$ cat src/rtl/rocket_pkg.sv
// Shared definitions for the rocket count path: sequencer state encoding and
// default frame/timeout constants.
package rocket_pkg;

   localparam int unsigned N_WORDS_DEF = 53;
   localparam int unsigned TIMEOUT_DEF = 50_000_000;   // 1 s at 50 MHz
   localparam int unsigned WORD_SEL_W  = 6;

   typedef enum logic [2:0] {
      IDLE  = 3'd0,
      CLEAR = 3'd1,
      COUNT = 3'd2,
      LOAD  = 3'd3,
      DRAIN = 3'd4
   } seq_state_t;

   // Bits needed to hold values 0..max_val (at least 1).
   function automatic int unsigned cnt_width(input int unsigned max_val);
      int unsigned w;
      w = 1;
      while ((64'(1) << w) <= 64'(max_val)) w++;
      return w;
   endfunction

endpackage

$ cat src/rtl/drain_watchdog.sv
// Loadable cycle counter that saturates and flags expiry after LIMIT enabled cycles.
module drain_watchdog
   import rocket_pkg::*;
#(
   parameter int unsigned LIMIT = TIMEOUT_DEF
)(
   input  logic                          clk,
   input  logic                          rst,
   input  logic                          clr,
   input  logic                          load,
   input  logic [cnt_width(LIMIT)-1:0]   load_val,
   input  logic                          en,
   output logic [cnt_width(LIMIT)-1:0]   count,
   output logic                          expired_c
);

   localparam int unsigned CW = cnt_width(LIMIT);

   // Expiry is reached in the LIMIT-th enabled cycle counted from zero.
   assign expired_c = (count == CW'(LIMIT - 1));

   always_ff @(posedge clk) begin
      if (rst) begin
         count <= '0;
      end else if (clr) begin
         count <= '0;
      end else if (load) begin
         count <= load_val;
      end else if (en && !expired_c) begin
         count <= count + CW'(1);
      end
   end

endmodule

$ cat src/rtl/cnt_frame_sequencer.sv
// Repeating APES count-frame scheduler: clear, count, load N_WORDS words into
// the count FIFO with back-pressure, then hold the read window until drained.
module cnt_frame_sequencer
   import rocket_pkg::*;
#(
   parameter int unsigned N_WORDS        = N_WORDS_DEF,
   parameter int unsigned CLR_CYCLES     = 4,
   parameter int unsigned TIMEOUT_CYCLES = TIMEOUT_DEF,
   parameter int unsigned EMPTY_GUARD    = 2,
   parameter int unsigned CNT_W          = 16
)(
   input  logic                  clk50,
   input  logic                  rst,
   input  logic                  enable,
   input  logic                  collect_done,
   input  logic                  err_clr,
   input  logic                  fifo_full,
   input  logic                  fifo_empty,
   output logic                  cnt_clr,
   output logic                  cnt_start,
   output logic [WORD_SEL_W-1:0] word_sel,
   output logic                  fifo_we,
   output logic                  fifo_flush,
   output logic                  rd_window,
   output logic                  frame_done,
   output logic [CNT_W-1:0]      frame_cnt,
   output logic                  timeout_err,
   output logic                  overrun
);

   localparam int unsigned CLR_W = cnt_width(CLR_CYCLES);
   localparam int unsigned WD_W  = cnt_width(TIMEOUT_CYCLES);
   localparam logic [WORD_SEL_W-1:0] LAST_WORD = WORD_SEL_W'(N_WORDS - 1);

   seq_state_t             state;
   seq_state_t             state_nxt;
   logic [CLR_W-1:0]       clr_cnt;
   logic [CLR_W-1:0]       clr_cnt_nxt;
   logic [WORD_SEL_W-1:0]  word_sel_nxt;
   logic                   fifo_we_nxt;
   logic                   flush_nxt;
   logic                   done_nxt;
   logic [CNT_W-1:0]       frame_cnt_nxt;
   logic                   timeout_set;
   logic                   overrun_set;
   logic                   timeout_nxt;
   logic                   overrun_nxt;
   logic                   was_count;
   logic                   wr_acc;
   logic                   empty_ok;
   logic [WD_W-1:0]        wd_count;
   logic                   wd_expired_c;

   drain_watchdog #(
      .LIMIT     (TIMEOUT_CYCLES)
   ) u_drain_watchdog (
      .clk       (clk50),
      .rst       (rst),
      .clr       (state != DRAIN),
      .load      (1'b0),
      .load_val  ('0),
      .en        (state == DRAIN),
      .count     (wd_count),
      .expired_c (wd_expired_c)
   );

   // A write only counts when the FIFO was not full in the cycle it was offered.
   assign wr_acc   = fifo_we & ~fifo_full;
   assign empty_ok = fifo_empty && (32'(wd_count) >= EMPTY_GUARD);

   always_ff @(posedge clk50) begin
      if (rst) begin
         state <= IDLE;
      end else begin
         state <= state_nxt;
      end
   end

   always_comb begin
      state_nxt     = state;
      clr_cnt_nxt   = '0;
      word_sel_nxt  = word_sel;
      fifo_we_nxt   = 1'b0;
      flush_nxt     = 1'b0;
      done_nxt      = 1'b0;
      frame_cnt_nxt = frame_cnt;
      timeout_set   = 1'b0;
      // collect_done lingering one cycle past the COUNT->LOAD edge is benign.
      overrun_set   = collect_done && (state != COUNT) && !((state == LOAD) && was_count);

      case (state)
         IDLE: begin
            word_sel_nxt = '0;
            if (enable) state_nxt = CLEAR;
         end
         CLEAR: begin
            if (!enable) begin
               state_nxt = IDLE;
            end else if (clr_cnt == CLR_W'(CLR_CYCLES - 1)) begin
               state_nxt = COUNT;
            end else begin
               clr_cnt_nxt = clr_cnt + CLR_W'(1);
            end
         end
         COUNT: begin
            if (collect_done) begin
               state_nxt    = LOAD;
               word_sel_nxt = '0;
               fifo_we_nxt  = !fifo_full;
            end else if (!enable) begin
               state_nxt = IDLE;
            end
         end
         LOAD: begin
            if (wr_acc && (word_sel == LAST_WORD)) begin
               state_nxt    = DRAIN;
               word_sel_nxt = '0;
            end else begin
               word_sel_nxt = word_sel + WORD_SEL_W'(wr_acc);
               fifo_we_nxt  = !fifo_full;
            end
         end
         DRAIN: begin
            if (empty_ok) begin
               done_nxt      = 1'b1;
               frame_cnt_nxt = frame_cnt + CNT_W'(1);
               state_nxt     = enable ? CLEAR : IDLE;
            end else if (wd_expired_c) begin
               timeout_set = 1'b1;
               flush_nxt   = 1'b1;
               state_nxt   = enable ? CLEAR : IDLE;
            end
         end
         default: begin
            state_nxt    = IDLE;
            word_sel_nxt = '0;
         end
      endcase

      timeout_nxt = timeout_set | (timeout_err & ~err_clr);
      overrun_nxt = overrun_set | (overrun & ~err_clr);
   end

   // Control outputs follow the next state so they line up with the state register.
   always_ff @(posedge clk50) begin
      if (rst) begin
         clr_cnt     <= '0;
         was_count   <= 1'b0;
         cnt_clr     <= 1'b0;
         cnt_start   <= 1'b0;
         word_sel    <= '0;
         fifo_we     <= 1'b0;
         fifo_flush  <= 1'b0;
         rd_window   <= 1'b0;
         frame_done  <= 1'b0;
         frame_cnt   <= '0;
         timeout_err <= 1'b0;
         overrun     <= 1'b0;
      end else begin
         clr_cnt     <= clr_cnt_nxt;
         was_count   <= (state == COUNT);
         cnt_clr     <= (state_nxt == CLEAR);
         cnt_start   <= (state_nxt == COUNT);
         word_sel    <= word_sel_nxt;
         fifo_we     <= fifo_we_nxt;
         fifo_flush  <= flush_nxt;
         rd_window   <= (state_nxt == DRAIN);
         frame_done  <= done_nxt;
         frame_cnt   <= frame_cnt_nxt;
         timeout_err <= timeout_nxt;
         overrun     <= overrun_nxt;
      end
   end

endmodule

$ cat config.mk
export PLATFORM = sky130hd
export DESIGN_NAME = cnt_frame_sequencer
export DESIGN_NICKNAME = d
export VERILOG_FILES = /design/src/rtl/rocket_pkg.sv /design/src/rtl/drain_watchdog.sv /design/src/rtl/cnt_frame_sequencer.sv
export SDC_FILE = /design/constraint.sdc
export NUM_CORES = 1
export LEC_CHECK = 0
export CELL_PAD_IN_SITES_DETAIL_PLACEMENT = 1
export CELL_PAD_IN_SITES_GLOBAL_PLACEMENT = 2
export CORE_MARGIN = 2
export CORE_UTILIZATION = 30
export DETAILED_ROUTE_END_ITERATION = 16
export GPL_TIMING_DRIVEN = 0
export PLACE_DENSITY_LB_ADDON = 0.08
export SYNTH_ARGS = -nofsm -noshare
export SYNTH_HDL_FRONTEND = slang
export SYNTH_SLANG_ARGS = --single-unit
$ cat constraint.sdc
create_clock -name clk50 -period 1.77 [get_ports clk50]
set_input_delay 0.354 -clock clk50 [delete_from_list [all_inputs] [get_ports clk50]]
set_output_delay 0.354 -clock clk50 [all_outputs]
set_load 0.01 [all_outputs]
==> flow_metrics.py <==
metrics = {
    "hold_path": {
        "min_to": "clr_cnt[0]",
        "hold_class": "reg -> reg",
        "min_path_cells": 1,
        "hp-start": "clr_cnt[0]",
    },
    "global_route": {
        "grt_overflow": 0,
        "grt_antenna_before_repair": 0,
        "grt_pass1_vias": 3111,
        "grt_pass1_wl_um": 16300,
        "grt_max_degree": 11,
        "track_usage": 0.183,
    },
    "worst_setup_path": {
        "cp.arrival_ns": 2.25,
        "critPathSlowestCell": "or4_4",
        "crit_path_max_incr_delay_ns": 0.48,
        "cp-end-kind": "register",
        "critPathKind": "reg -> reg",
        "start_kind": "register",
        "path_buf_inv": 2,
        "path_cells": "ha_4 -> and3_4 -> nand4_1 -> o21ai_4 -> buf_4 -> clkbuf_8 -> or4_4 -> a21oi_2",
        "regToRegSetupSlack_ns": -0.20,
        "cp_top_family": "simple AND/OR/NAND/NOR gates",
        "critPathMaxFanout": 5,
        "required_ns": 2.05,
        "timing.rr.end": "u_drain_watchdog.count[19]",
        "ff2ff_path_depth": 8,
        "worstReg2RegStart": "u_drain_watchdog.count[0]",
    },
    "final_layout": {
        "finalInstanceArea_um2": 4750,
        "nets": 470,
        "fillers": 1175,
        "area_delta_synth_final_pct": 51.6,
        "final_core_util": 0.465,
        "drive_gt1_frac": 0.354,
        "multi_input_area_um2": 2170,
        "insertedDiodeCount": 0,
        "instances_no_fill": 596,
        "register_area_um2": 1300,
    },
    "floorplanning": {
        "die_x_um": 106,
        "ios": 37,
        "initial_core_util": 0.306,
        "row_count": 37,
        "die-height_um": 106,
        "design.core.area_um2": 10200,
        "die_area_um2": 11300,
    },
    "cts": {
        "cts_max_level": 3,
        "clkLatencyLatePin_ns": 0.34,
        "clock-root-buffer": "clkbuf_8",
        "clk_pin_slew_ns": 0.08,
        "cts_tree": "built",
        "holdBufCountCts": 0,
        "cts_sinks": 63,
        "clock_path_buffers": 2,
        "cts_buffers": 9,
    },
    "placed_design": {
        "io_buffer_count": 36,
        "place_area_um2": 3670,
        "place.detailed.hpwl_um": 6440,
        "dpl_worst_slack_ns": -0.516,
        "gp_congestion": 0.775,
        "placedCellCount": 534,
    },
    "timing": {
        "worst_slack_ns": -0.197,
        "slew_viol_final": 0,
        "rsz0062_at_grt": "true",
        "holdWs_ns": 0.420,
        "skew_ns": 0.0117,
        "hold_violations": 0,
        "worst_pin_slew_ns": 0.424,
        "max_freq_ghz": 0.508,
        "final.period_utilization": 1.11,
        "tns_ns": -4.11,
        "setup_viol": 41,
        "slew_headroom": 0.713,
        "fin_crit_ns": 1.97,
    },
    "pwr": {
        "p_leak_nw": 1.66,
        "finalPower_mw": 2.71,
        "ir_drop_mv": 0.389,
        "power.density_nw_per_um2": 570,
    },
    "synthesis": {
        "synth_compound_area_frac": 0.152,
        "synthesis.nets": 376,
        "synth_ff_type": "dfxtp_1",
        "synth_edf_count": 0,
        "synthArstFlopShare": 0,
        "synth_area_um2": 3140,
        "synth_top_family_by_area": "simple AND/OR/NAND/NOR gates",
        "synthCells": 362,
        "ys_ff_latch": 63,
        "synth_top_area_share": 0.402,
        "synth.area.top_cells": "dfxtp_1 40%, a21oi_1 4.6%, nor2_1 4.2%",
        "muxShareOfSynthArea": 0.00718,
        "synth_fa_ha_area_frac": 0.0279,
        "synth_simple_gate_area_frac": 0.338,
        "synth-xor-area-share": 0.0447,
        "yosysWarnings": 0,
        "synth.distinct_cells": 57,
        "synth.avg_cell_area_um2": 8.66,
        "ys_seq_area_frac": 0.402,
        "yosysTopAreaCell": "dfxtp_1",
    },
    "job": {
        "drv_cap": 0,
    },
    "route": {
        "vias": 3091,
        "drt_pass1_iterations": 4,
        "vias_per_cell": 5.19,
        "wire_per_inst_um": 16.9,
        "drc": 0,
        "wl_um": 10100,
        "final_antenna_net_count": 0,
        "drtIter0Drc": 99,
    },
    "status": {
        "violations": "setup timing",
        "run_status": "complete, but fails checks",
    },
}
## worst reg2reg max path: stages, from the launching register on
cell and delay, ns:
dfxtp_4 0.37, ha_4 0.18, and3_4 0.20, nand4_1 0.14, o21ai_4 0.10, buf_4 0.15
clkbuf_8 0.14, or4_4 0.48, a21oi_2 0.15
## synthesized netlist by cell type, types with 2 or more instances
| library cell | number |
|---|---|
| a22oi_1 | 2 |
| nor4_1 | 7 |
| nor3_1 | 3 |
| nand3_1 | 21 |
| or4_1 | 9 |
| nor3_2 | 2 |
| or3_1 | 18 |
| and2_1 | 5 |
| nor2b_1 | 5 |
| nor4bb_1 | 2 |
| and3b_1 | 3 |
| a21oi_1 | 29 |
| xor2_1 | 14 |
| nand2b_1 | 5 |
| xnor2_1 | 2 |
| clkbuf_1 | 7 |
| mux2_2 | 2 |
| o211ai_1 | 7 |
| nor4_4 | 2 |
| buf_2 | 4 |
| nand2_1 | 21 |
| o21ai_0 | 22 |
| nor2_1 | 35 |
| ha_1 | 7 |
| dfxtp_1 | 63 |
| inv_1 | 5 |
| nand3b_1 | 2 |
| and4_1 | 4 |
| o31ai_1 | 7 |
| and3_1 | 8 |
| nand4_1 | 13 |
## logic make-up after synthesis
| family | after synthesis |
|---|---|
| multiplexers | 2 |
| flip-flops | 63 |
| buffers and inverters | 19 |
| XOR/XNOR | 16 |
| adder cells (fa/ha/maj) | 7 |
| AND/OR/NAND/NOR | 177 |
| AO/OA/AOI/OAI | 78 |
## what timing repair did
item / in CTS / in global routing
pin swaps: 24 / 35
setup endpoints to repair: 57 / 48
setup buffers: 33 / 12
endpoints found under the hold margin: 0 / 0
gates resized for setup: 89 / 53
cloned: 3 / 1
## sequential cells by signal, summed over array words and instances (netlist names)
name / flops
cnt_start: 1
rd_window: 1
clr_cnt: 3
fifo_flush: 1
frame_cnt: 16
state: 3
timeout_err: 1
fifo_we: 1
was_count: 1
word_sel: 6
overrun: 1
u_drain_watchdog.count: 26
frame_done: 1
cnt_clr: 1
## placed cells by master (no fill, tap or decap), types with 14 or more instances in the layout
master	n
nand2_1	19
dfxtp_2	17
clkdlybuf4s50_1	36
buf_6	16
a21oi_1	23
or3_1	15
nand3_1	15
dfxtp_1	41
buf_4	31
nor2_1	34
xor2_1	14
## routing by layer
metal  up-vias  global-route usage  part of all wire
met5         -                   0                 0
met4         0              0.0498            0.0075
met3         6              0.0325             0.025
met2        34               0.309              0.50
met1      1517               0.239              0.47
li1       1534                   -                 -
## final cells by class
cell class	count	area share
clock inverters	5	0.0105
well taps	136	0.0358
inverters	5	0.00447
multi-input cells	281	0.457
plain buffers	12	0.0237
repair buffers	84	0.168
flip-flops and latches	63	0.274
clock buffers	10	0.0268
## worst max path at each step
stage / cells past startpoint / slack [ns] / from / endpoint
after detailed placement: 5 / -0.52 / rst / u_drain_watchdog.count[0]
after global routing: 8 / -0.29 / u_drain_watchdog.count[8] / cnt_clr
final: 8 / -0.20 / u_drain_watchdog.count[0] / u_drain_watchdog.count[19]
after CTS: 5 / -0.14 / u_drain_watchdog.count[10] / cnt_clr
after floorplan: 7 / -0.009 / u_drain_watchdog.count[0] / frame_cnt[8]
after global placement: 5 / -0.54 / rst / frame_done
## report_power, final
part           internal (mW)  switching [mW]  leakage, nW
clock network          0.634           0.575       0.0957
registers               1.41         0.00475        0.521
logic                 0.0365          0.0463         1.05
total                   2.09           0.626         1.66
No activity file was read; power rests on OpenSTA's default activity.
